<file path="src/rtl/dtw_result_packer.sv">
// dtw_result_packer: reads 3-word DTW results from a FWFT FIFO, thresholds the score
// and streams a 4-beat record (qid, position, minval word, flags) on AXI-Stream.
module dtw_result_packer #(
   parameter int WIDTH      = 16,
   parameter int AXIS_WIDTH = 32
) (
   input  logic                  clk,
   input  logic                  rst_n,
   input  logic                  en,
   input  logic [WIDTH-1:0]      cfg_threshold,
   input  logic                  cfg_drop_miss,
   input  logic                  cnt_clear,
   input  logic                  res_fifo_empty,
   input  logic [AXIS_WIDTH-1:0] res_fifo_data,
   output logic                  res_fifo_rden,
   output logic [AXIS_WIDTH-1:0] m_axis_tdata,
   output logic                  m_axis_tvalid,
   output logic                  m_axis_tlast,
   input  logic                  m_axis_tready,
   output logic                  busy,
   output logic [31:0]           rec_count,
   output logic [31:0]           hit_count,
   output logic [31:0]           drop_count
);
   localparam logic [3:0] IDLE   = 4'd0;
   localparam logic [3:0] RD_QID = 4'd1;
   localparam logic [3:0] RD_POS = 4'd2;
   localparam logic [3:0] RD_MIN = 4'd3;
   localparam logic [3:0] EVAL   = 4'd4;
   localparam logic [3:0] OUT0   = 4'd5;
   localparam logic [3:0] OUT1   = 4'd6;
   localparam logic [3:0] OUT2   = 4'd7;
   localparam logic [3:0] OUT3   = 4'd8;

   logic [3:0]            state_q, state_d;
   logic [AXIS_WIDTH-1:0] qid_q, qid_d, pos_q, pos_d, min_q, min_d;
   logic                  hit_q, hit_d, fmt_q, fmt_d;
   logic [31:0]           rec_q, rec_d, hitc_q, hitc_d, drop_q, drop_d;
   logic                  hit_now;

   always_comb begin
      res_fifo_rden = (state_q == RD_QID || state_q == RD_POS || state_q == RD_MIN) && !res_fifo_empty;
      m_axis_tvalid = state_q == OUT0 || state_q == OUT1 || state_q == OUT2 || state_q == OUT3;
      m_axis_tlast  = state_q == OUT3;
      busy          = state_q != IDLE;
      m_axis_tdata  = state_q == OUT0 ? qid_q :
                      state_q == OUT1 ? pos_q :
                      state_q == OUT2 ? min_q :
                      state_q == OUT3 ? {{(AXIS_WIDTH-2){1'b0}}, fmt_q, hit_q} : '0;
      hit_now       = min_q[WIDTH-1:0] <= cfg_threshold;
   end

   always_comb begin
      state_d = state_q;
      qid_d   = qid_q;
      pos_d   = pos_q;
      min_d   = min_q;
      hit_d   = hit_q;
      fmt_d   = fmt_q;
      rec_d   = rec_q;
      hitc_d  = hitc_q;
      drop_d  = drop_q;
      case (state_q)
         IDLE:   if (en) state_d = RD_QID;
         RD_QID: if (res_fifo_rden) begin qid_d = res_fifo_data; state_d = RD_POS; end
         RD_POS: if (res_fifo_rden) begin pos_d = res_fifo_data; state_d = RD_MIN; end
         RD_MIN: if (res_fifo_rden) begin min_d = res_fifo_data; state_d = EVAL; end
         EVAL: begin
            hit_d  = hit_now;
            fmt_d  = (min_q >> WIDTH) != '0;
            rec_d  = rec_q + 32'd1;
            hitc_d = hitc_q + {31'd0, hit_now};
            if (!hit_now && cfg_drop_miss) begin
               drop_d  = drop_q + 32'd1;
               state_d = IDLE;
            end else begin
               state_d = OUT0;
            end
         end
         OUT0, OUT1, OUT2: if (m_axis_tready) state_d = state_q + 4'd1;
         OUT3:   if (m_axis_tready) state_d = en ? RD_QID : IDLE;
         default: state_d = IDLE;
      endcase
      // a clear coinciding with an EVAL increment must leave the counters at zero
      if (cnt_clear) begin
         rec_d  = '0;
         hitc_d = '0;
         drop_d = '0;
      end
   end

   always_ff @(posedge clk or negedge rst_n) begin
      if (!rst_n) begin
         state_q <= IDLE;
         qid_q   <= '0;
         pos_q   <= '0;
         min_q   <= '0;
         hit_q   <= 1'b0;
         fmt_q   <= 1'b0;
         rec_q   <= '0;
         hitc_q  <= '0;
         drop_q  <= '0;
      end else begin
         state_q <= state_d;
         qid_q   <= qid_d;
         pos_q   <= pos_d;
         min_q   <= min_d;
         hit_q   <= hit_d;
         fmt_q   <= fmt_d;
         rec_q   <= rec_d;
         hitc_q  <= hitc_d;
         drop_q  <= drop_d;
      end
   end

   assign rec_count  = rec_q;
   assign hit_count  = hitc_q;
   assign drop_count = drop_q;
endmodule

</file>
<file path="config.mk">
export PLATFORM = sky130hd
export DESIGN_NAME = dtw_result_packer
export DESIGN_NICKNAME = d
export VERILOG_FILES = /design/src/rtl/dtw_result_packer.sv
export SDC_FILE = /design/constraint.sdc
export NUM_CORES = 1
export LEC_CHECK = 0
export CAP_MARGIN = 30
export CORE_MARGIN = 1.5
export CORE_UTILIZATION = 42
export CTS_CLUSTER_DIAMETER = 150
export DETAILED_ROUTE_END_ITERATION = 16
export PLACE_DENSITY_LB_ADDON = 0.05
export SYNTH_ARGS = -nofsm -noshare
export SYNTH_HDL_FRONTEND = slang
export SYNTH_SLANG_ARGS = --single-unit
</file>
<file path="constraint.sdc">
create_clock -name clk -period 3.25 [get_ports clk]
set_input_delay 0.4875 -clock clk [delete_from_list [all_inputs] [get_ports clk]]
set_output_delay 0.4875 -clock clk [all_outputs]
set_load 0.005 [all_outputs]
</file>
; Word level (Yosys, flattened, before mapping)
; Cells that the tools add are included.
[word_totals]
regBits = 198
ramBits = 0
wordCells = 68
output_inout_bits = 132
rom_bits = 0
latch_bits = 0
input_bits = 55
mem_count = 0
[classes]
n_reduce_logical = 20
n_mux = 20
order_cmp = 1
n_div = 0
n_eq_ne = 14
n_mul = 0
n_addsub = 4
bitwise = 0
n_shift = 0
[op_table]
columns = operator, count
row1 = $mux 32, 10
row2 = $add 32x1->32 const B, 2
row3 = $add 32x1->32, 1
row4 = $reduce_bool 32->1, 1
row5 = $pmux 4 s7, 1
row6 = $mux 4, 6
row7 = $eq 4x3->1 const B, 4
row8 = $le 16x16->1, 1
row9 = $ne 2x2->1 const B, 5
row10 = $eq 4x2->1 const B, 2
row11 = $reduce_and 2->1, 4
row12 = $reduce_and 6->1, 1
row13 = $logic_or 1x1->1, 5
row14 = $add 4x1->4 const B, 1
row15 = $eq 4x1->1 const B, 1
row16 = $eq 4x4->1 const B, 1
row17 = $logic_not 4->1, 1
row18 = $reduce_bool 2->1, 2
row19 = $reduce_bool 4->1, 1
row20 = $mux 3, 1
row21 = $reduce_or 3->1, 1
row22 = $logic_and 1x1->1, 2
row23 = $logic_not 1->1, 2
row24 = $mux 2, 1
row25 = other kinds (2), 2

; Depth between registers and ports, before layout
[logic_depth]
depth_word = 6
depth_mapped = 14
ltp_nobuf = 12

; Least setup slack after synthesis
; Ideal clock, no wire load.
[synth_path]
kind = input to register
startpoint = input cfg_threshold[15]
endpoint = register hitc_q[21], in the netlist hit_count[21]
slack_ps = 221
setup_ps = 132
stages = 14
n_path_buf = 2
required_ps = 3118
t_arrival_ps = 2897
path_cell_list = inv_1 -> ha_1 -> nand4_1 -> nor4_1 -> nand4_1 -> o31a_1 -> inv_2 -> clkbuf_1 -> clkbuf_1 -> ha_1 -> nand2_1 -> nor3_1 -> xnor2_1 -> nor2_1
[synth_between]
elab_chain_cells = 4
[synth_lines]
columns = element, line_no
row1 = start: declaration, 10  ; input logic [WIDTH-1:0] cfg_threshold,
row2 = $le 16x16->1, 50  ; hit_now = min_q[WIDTH-1:0] <= cfg_threshold;
row3 = $add 32x1->32, 72  ; hitc_d = hitc_q + {31'd0, hit_now};
row4 = $mux 32, 63  ; case (state_q)
row5 = $mux 32, 85  ; if (cnt_clear) begin
row6 = end signal: assignment, 111  ; hitc_q <= hitc_d;
row7 = end: declaration, 38  ; logic [31:0] rec_q, rec_d, hitc_q, hitc_d, drop_q, drop_d;
; No other way between the ends. The select of a mux whose other input is x is not followed.
; A chain may end at the register's enable or synchronous reset.

; Final worst setup path
[layout_path]
startpoint = register state_q[0]
endpoint = output m_axis_tdata[6]
[layout_between]
elab_chain_cells = 4
word_cells_on_any_way = 6
classes_between = eq/ne: 3 / mux: 3
[layout_lines]
columns = element, line_no
row1 = start: declaration, 35  ; logic [3:0] state_q, state_d;
row2 = start signal: assignment, 104  ; state_q <= state_d;
row3 = $eq 4x3->1, 48  ; state_q == OUT2 ? min_q :
row4 = $mux 32, 48
row5 = $mux 32, 47  ; state_q == OUT1 ? pos_q :
row6 = $mux 32 (*), 46  ; m_axis_tdata = state_q == OUT0 ? qid_q :
row7 = end: declaration, 16  ; output logic [AXIS_WIDTH-1:0] m_axis_tdata,
; Every way passes the cells marked *; elsewhere a longest branch is shown, timed or not.

==> flow_metrics.py <==
metrics = {
    "sta": {
        "tightest_slew_ps": 815,
        "relSlewSlack_pct": 45.2,
        "finalCritPeriodShare_pct": 95.9,
        "finalSetupViolCount": 0,
        "layout_min_cycle_time_ps": 3120,
        "fmax_mhz": 321,
        "maxSlewViolCount": 0,
        "clock_skew_ps": 14.0,
        "finalHoldViolCount": 0,
    },
    "yosys": {
        "synth_flop_cell": "dfrtp_1",
        "syn_avg_cell_area_um2": 10.3,
        "netlist_area_um2": 10200,
        "ys_types": 49,
        "synth-edff-count": 0,
        "synth-seq-cells": 198,
        "yosysWarnings": 0,
        "netlist_instances": 996,
        "async_flop_share_pct": 100,
        "synth.largest_area_cell": "dfrtp_1",
        "synth_top_area_share_pct": 48.4,
        "synthTopCellsByCount": "dfrtp_1, mux2_2, nand2_1",
        "yosys-top-cells-area": "dfrtp_1, mux2_2, a21oi_1",
        "seq_area_frac_synth_pct": 48.4,
        "yosysMostFrequentCell": "dfrtp_1",
        "syn-num-nets": 1074,
    },
    "clocking": {
        "htreeDepth": 4,
        "insertion_delay_ps": 440,
        "cts_made_buffers": 17,
        "cts.clk_slew.worst_paths_ps": 80,
        "clock-sinks": 198,
        "cts_tree": "built",
        "postCtsHoldBufs": 0,
        "cts-root-buf": "clkbuf_16",
        "cts_buffer_depth": 2,
    },
    "global_route": {
        "gr-total-overflow": 0,
        "first_global_vias": 7912,
        "met2_usage_pct": 34.8,
        "met3_usage_pct": 4.61,
        "met1_usage_pct": 27.9,
        "grt_pass1_wl_um": 42900,
        "antenna_found_initial": 0,
        "track_usage_pct": 21.0,
        "top_usage_layer": "met2",
        "grt_max_degree": 73,
    },
    "pwr": {
        "power_density_nw_per_um2": 625,
        "vdd_drop_max_v": 0.000387,
        "leakage_uw": 0.00541,
    },
    "detailed_routing": {
        "wire_per_inst_um": 17.3,
        "viasPerCell": 5.50,
        "drc": 0,
        "postRouteAntennaNets": 0,
        "via_count": 8280,
        "drt_iter0_drc": 457,
        "drt-total-wl_um": 26100,
        "drt_pass1_iterations": 5,
    },
    "setup_path": {
        "timing.rr.end": "drop_count[10]$_DFFE_PN0P_",
        "cp_max_fo": 10,
        "worstPathRequired_ps": 2760,
        "reg2reg_depth": 9,
        "reg2reg_slack_ps": 400,
        "crit_path_end_kind": "output port",
        "r2r-start": "min_q[13]$_DFFE_PN0P_",
        "worstSetupPathType": "flop to output port",
        "startpoint_type": "flop",
        "crit_arrival_ps": 2630,
    },
    "place": {
        "placed_cell_area_um2": 12600,
        "place.port_buffers": 186,
        "dp_hpwl_um": 18100,
        "place.gp.congestion": 0.807,
    },
    "cells_and_area": {
        "fillerInstances": 2156,
        "fin_nets": 1252,
        "design_area_um2": 13200,
        "num_antenna_cells": 0,
        "syn2layout_area_growth_pct": 28.6,
        "drive_gt1_share_pct": 14.5,
        "post-route-util_pct": 55.6,
    },
    "floorplanning": {
        "dieArea_um2": 25300,
        "die_w_um": 159,
        "start_util_pct": 43.2,
        "coreArea_um2": 23700,
        "rows": 56,
        "top_level_ports": 187,
        "die_y_um": 159,
    },
    "outcome": {
        "status": "completed",
    },
    "worst_hold_path": {
        "worstHoldPathType": "input pin to asynchronous set/reset pin",
    },
    "run": {
        "maxCapViolCount": 0,
    },
}
==> registers in the layout, indices dropped and copies added, names as in the netlist <==
| register | flops |
|---|---|
| rec_count | 32 |
| fmt_q | 1 |
| state_q | 4 |
| drop_count | 32 |
| hit_q | 1 |
| pos_q | 32 |
| qid_q | 32 |
| min_q | 32 |
| hit_count | 32 |
==> area by class of cell <==
type                       instances  area, um^2  area share [%]
clock inverter                    14         160            1.22
clock buffer                      18         429            3.26
inverter                          32         120           0.912
sequential                       198        4950            37.6
tap                              319         399            3.03
multi-input combinational        707        4940            37.5
timing repair buffer             218        2160            16.4
==> logic make-up (layout without fill, tap and decap cells) <==
logic type,count (synthesis),after routing,share of synthesized area [%]
XOR/XNOR,36,36,3.08
adder cells (fa/ha/maj),23,23,2.81
AO/OA/AOI/OAI,182,182,10.7
AND/OR/NAND/NOR,340,340,18.1
multiplexers,126,126,13.5
buffers and inverters,91,282,3.39
flip-flops,198,198,48.4
==> metal layers <==
| layer | part of all wire (%) | routed length (um) | vias up |
|---|---|---|---|
| li1 | - | - | 4004 |
| met1 | 46 | 11900 | 4085 |
| met2 | 48 | 12600 | 174 |
| met3 | 4.7 | 1230 | 17 |
| met4 | 1.2 | 323 | 0 |
| met5 | 0 | 0 | - |
==> cell usage in the layout (no fill, tap or decap), drive strengths merged, types with 4 or more instances in the layout <==
cell type and instances:
a21oi 67, and2 10, and3 13, and4 20, buf 33, clkbuf 19, clkdlybuf4s50 184, clkinv 5
dfrtp 198, ha 23, inv 39, mux2 96, mux2i 30, nand2 87, nand3 37, nand4 30
nor2 54, nor2b 7, nor3 7, nor4 10, o21ai 49, o22ai 4, o31ai 42, or3 11
or4 43, xnor2 11, xor2 25
==> stage by stage <==
step / setup slack [ps] / hold WS [ps] / std cells / power [uW] / setup TNS [ps]
global route: -0.445 / 50.5 / 1506 / 8770 / -0.445
floorplan: 221 / 192 / 996 / 5160 / 0
global placement: 17.0 / 473 / 1474 / 6100 / 0
detailed placement: -146 / 480 / 1474 / 6150 / -3910
CTS: 4.28 / 47.3 / 1506 / 8320 / 0
finish: 133 / 21.9 / 1506 / 8230 / 0
==> critical path, stage by stage, from the launching register on <==
cell	delay, ps
dfrtp_1	440
inv_1	130
ha_2	290
nor2_1	70
nor2_1	90
nand2_1	90
buf_4	220
o21ai_0	310
clkdlybuf4s50_1	560
==> power by group <==
part	switching (uW)	leakage, uW	internal [uW]
Combinational	1250	0.00256	1330
Sequential	396	0.00256	3110
Clock	1040	0.000286	1100
Total	2690	0.00541	5540
==> repair_timing <==
action                     4_1_cts  5_1_grt
setup endpoints to repair        0       22
buffers inserted                 0        0
resized for setup                0        5
==> worst max path at each step <==
stage                            from                          to  slack, ps  cells after the start
2_1_floorplan       cfg_threshold[15]   hit_count[21]$_DFFE_PN0P_        220                     14
3_3_place_gp        cfg_threshold[15]    hit_count[4]$_DFFE_PN0P_         20                     11
3_5_place_dp        cfg_threshold[13]  drop_count[21]$_DFFE_PN0P_       -150                     11
4_1_cts        state_q[0]$_DFFE_PN0P_             m_axis_tdata[3]          4                      8
5_1_grt        state_q[0]$_DFFE_PN0P_             m_axis_tdata[0]       -0.4                      7
6_report       state_q[0]$_DFFE_PN0P_             m_axis_tdata[6]        130                      8
Power figures use the tool's default switching activity.
==> edit (same flow settings) <==
Add an input register stage for `cfg_drop_miss`; this delays it by one clock. The other inputs are not delayed to match.
--- a/src/rtl/dtw_result_packer.sv
+++ b/src/rtl/dtw_result_packer.sv
@@ -32,4 +32,10 @@
    localparam logic [3:0] OUT2   = 4'd7;
    localparam logic [3:0] OUT3   = 4'd8;
+
+   logic cfg_drop_miss_q;
+
+   always_ff @(posedge clk) begin
+      cfg_drop_miss_q <= cfg_drop_miss;
+   end
 
    logic [3:0]            state_q, state_d;
@@ -71,5 +77,5 @@
             rec_d  = rec_q + 32'd1;
             hitc_d = hitc_q + {31'd0, hit_now};
-            if (!hit_now && cfg_drop_miss) begin
+            if (!hit_now && cfg_drop_miss_q) begin
                drop_d  = drop_q + 32'd1;
                state_d = IDLE;
Formal check against the unedited RTL: not equivalent (Yosys sat finds a counterexample within 10 cycles, from zero or initial values and one cycle with rst_n low).
==> edit against the unedited design <==
Routed wire length decreased by 5.3%. Sequential cell count increased by 1. Setup slack improved by 40 ps. Synthesized area decreased by 0.54%. Core utilization about the same. Sequential share of layout area increased by 0.26 points. Total power decreased by 5.3%. Critical path depth unchanged. Clock power decreased by 3%. Cell area decreased by 0.29%. Critical endpoint is now m_axis_tdata[3]. Largest cell class unchanged.
==> edit: results (changes against the unedited design) <==
Fin Hold WS 66.2 ps (+44.3 ps); CP endpoint m_axis_tdata[3]; sequential cells 199 (+0.51%); P_leak 5.52 nW (+2.0%); Syn Std Cell Area 10200 um2 (-0.54%); post-synthesis net count 1060 (-1.3%); Synth Area per Inst 10.4 um2 (+0.88%); share of the yosys chip area belonging to registers 48.9% (+0.46 points); Seq. cell area 4970 um2 (+0.40%); Inverters 36 (+13%); Signal buffers 219 (+0.46%); 1st-iter DRT viols 352 (-23%); sequential cell area share 37.9% (+0.26 points); # diodes 1 (+1); top cells by count, synth dfrtp_1 (198), nand2_1 (99), mux2_2 (93); first-pass GRT wire length 40300 um (-6.1%); Seq pwr share 45.2% (+2.6 points); TritonRoute pass-1 iters 4 (-1); Clock group 0.00207 W (-3%); fillers 2142 (-0.65%); GP Congestion 0.777 (-3.7%); Hold Crit Class in -> async; minimum clock period 3080 ps (-39.6 ps); FF-to-FF End rec_count[25]$_DFFE_PN0P_; CLK BUF 18 (unchanged); number of synthesis warnings 0 (unchanged); CP Data Arrival Time 2590 ps (-40 ps); Post-Layout Cell Count 1503 (-0.20%); clock network area share 4.37% (-0.11 points); gr usage total 20.5% (-0.48 points); largest net degree at the start of global routing 97 (+33%); worst slew pin tran 620 ps (-195 ps); count of cell types in the netlist 56 (+14%); status finished clean; area of the multi-input gates 4870 um2 (-1.4%); multi-input gate count 697 (-1.4%); Data buffer area share 16.5% (+0.11 points); worst clock skew 13.7 ps (-0.254 ps); WL/cell 16.4 um (-5.1%); HPWL after detailed placement 17100 um (-5.5%); Final nets 1248 (-0.32%); Vias 7876 (-4.9%); Reg2Reg Launch Point state_q[0]$_DFFE_PN0P_; DP Worst Slack -135 ps (+11.3 ps); top cells by area, synth dfrtp_1 (49%), mux2_2 (10%), nand2_1 (3.7%), o21ai_0 (3.1%), nor2_1 (3.0%); number of global-route vias before repair 7511 (-5.1%)
==> edit: cell types whose count changed in the layout (fill, tap and decap cells not counted), moves of 9 or more <==
cell     unedited run  this run
or4_1              43         6
nand2_1            86        98
nor2_1             54        81
and4_1             18         9
o31ai_1            42         5
or3_1              11        21
xor2_1             25        35
a21oi_1            67        48
o21ai_0            45        62
xnor2_1            11        29
nand3_1            37        28
==> edit: per-layer routing <==
layer / part of all wire, % / global-route usage, % / routed length (um) / vias up
met5: 0 / 0 / 0 / -
met1: 47 / 28.4 / 11600 / 3878
met2: 47 / 33.1 / 11600 / 147
met4: 0.84 / 4.94 / 208 / 0
met3: 5.0 / 4.06 / 1230 / 14
li1: - / - / - / 3837
==> edit: kinds of logic after synthesis <==
| family | synth area share [%] |
|---|---|
| compound gates | 9.48 |
| xor+xnor | 5.51 |
| fa+ha+maj | 2.83 |
| buf+inv | 3.36 |
| flops | 48.9 |
| mux | 13.2 |
| simple gates | 16.7 |
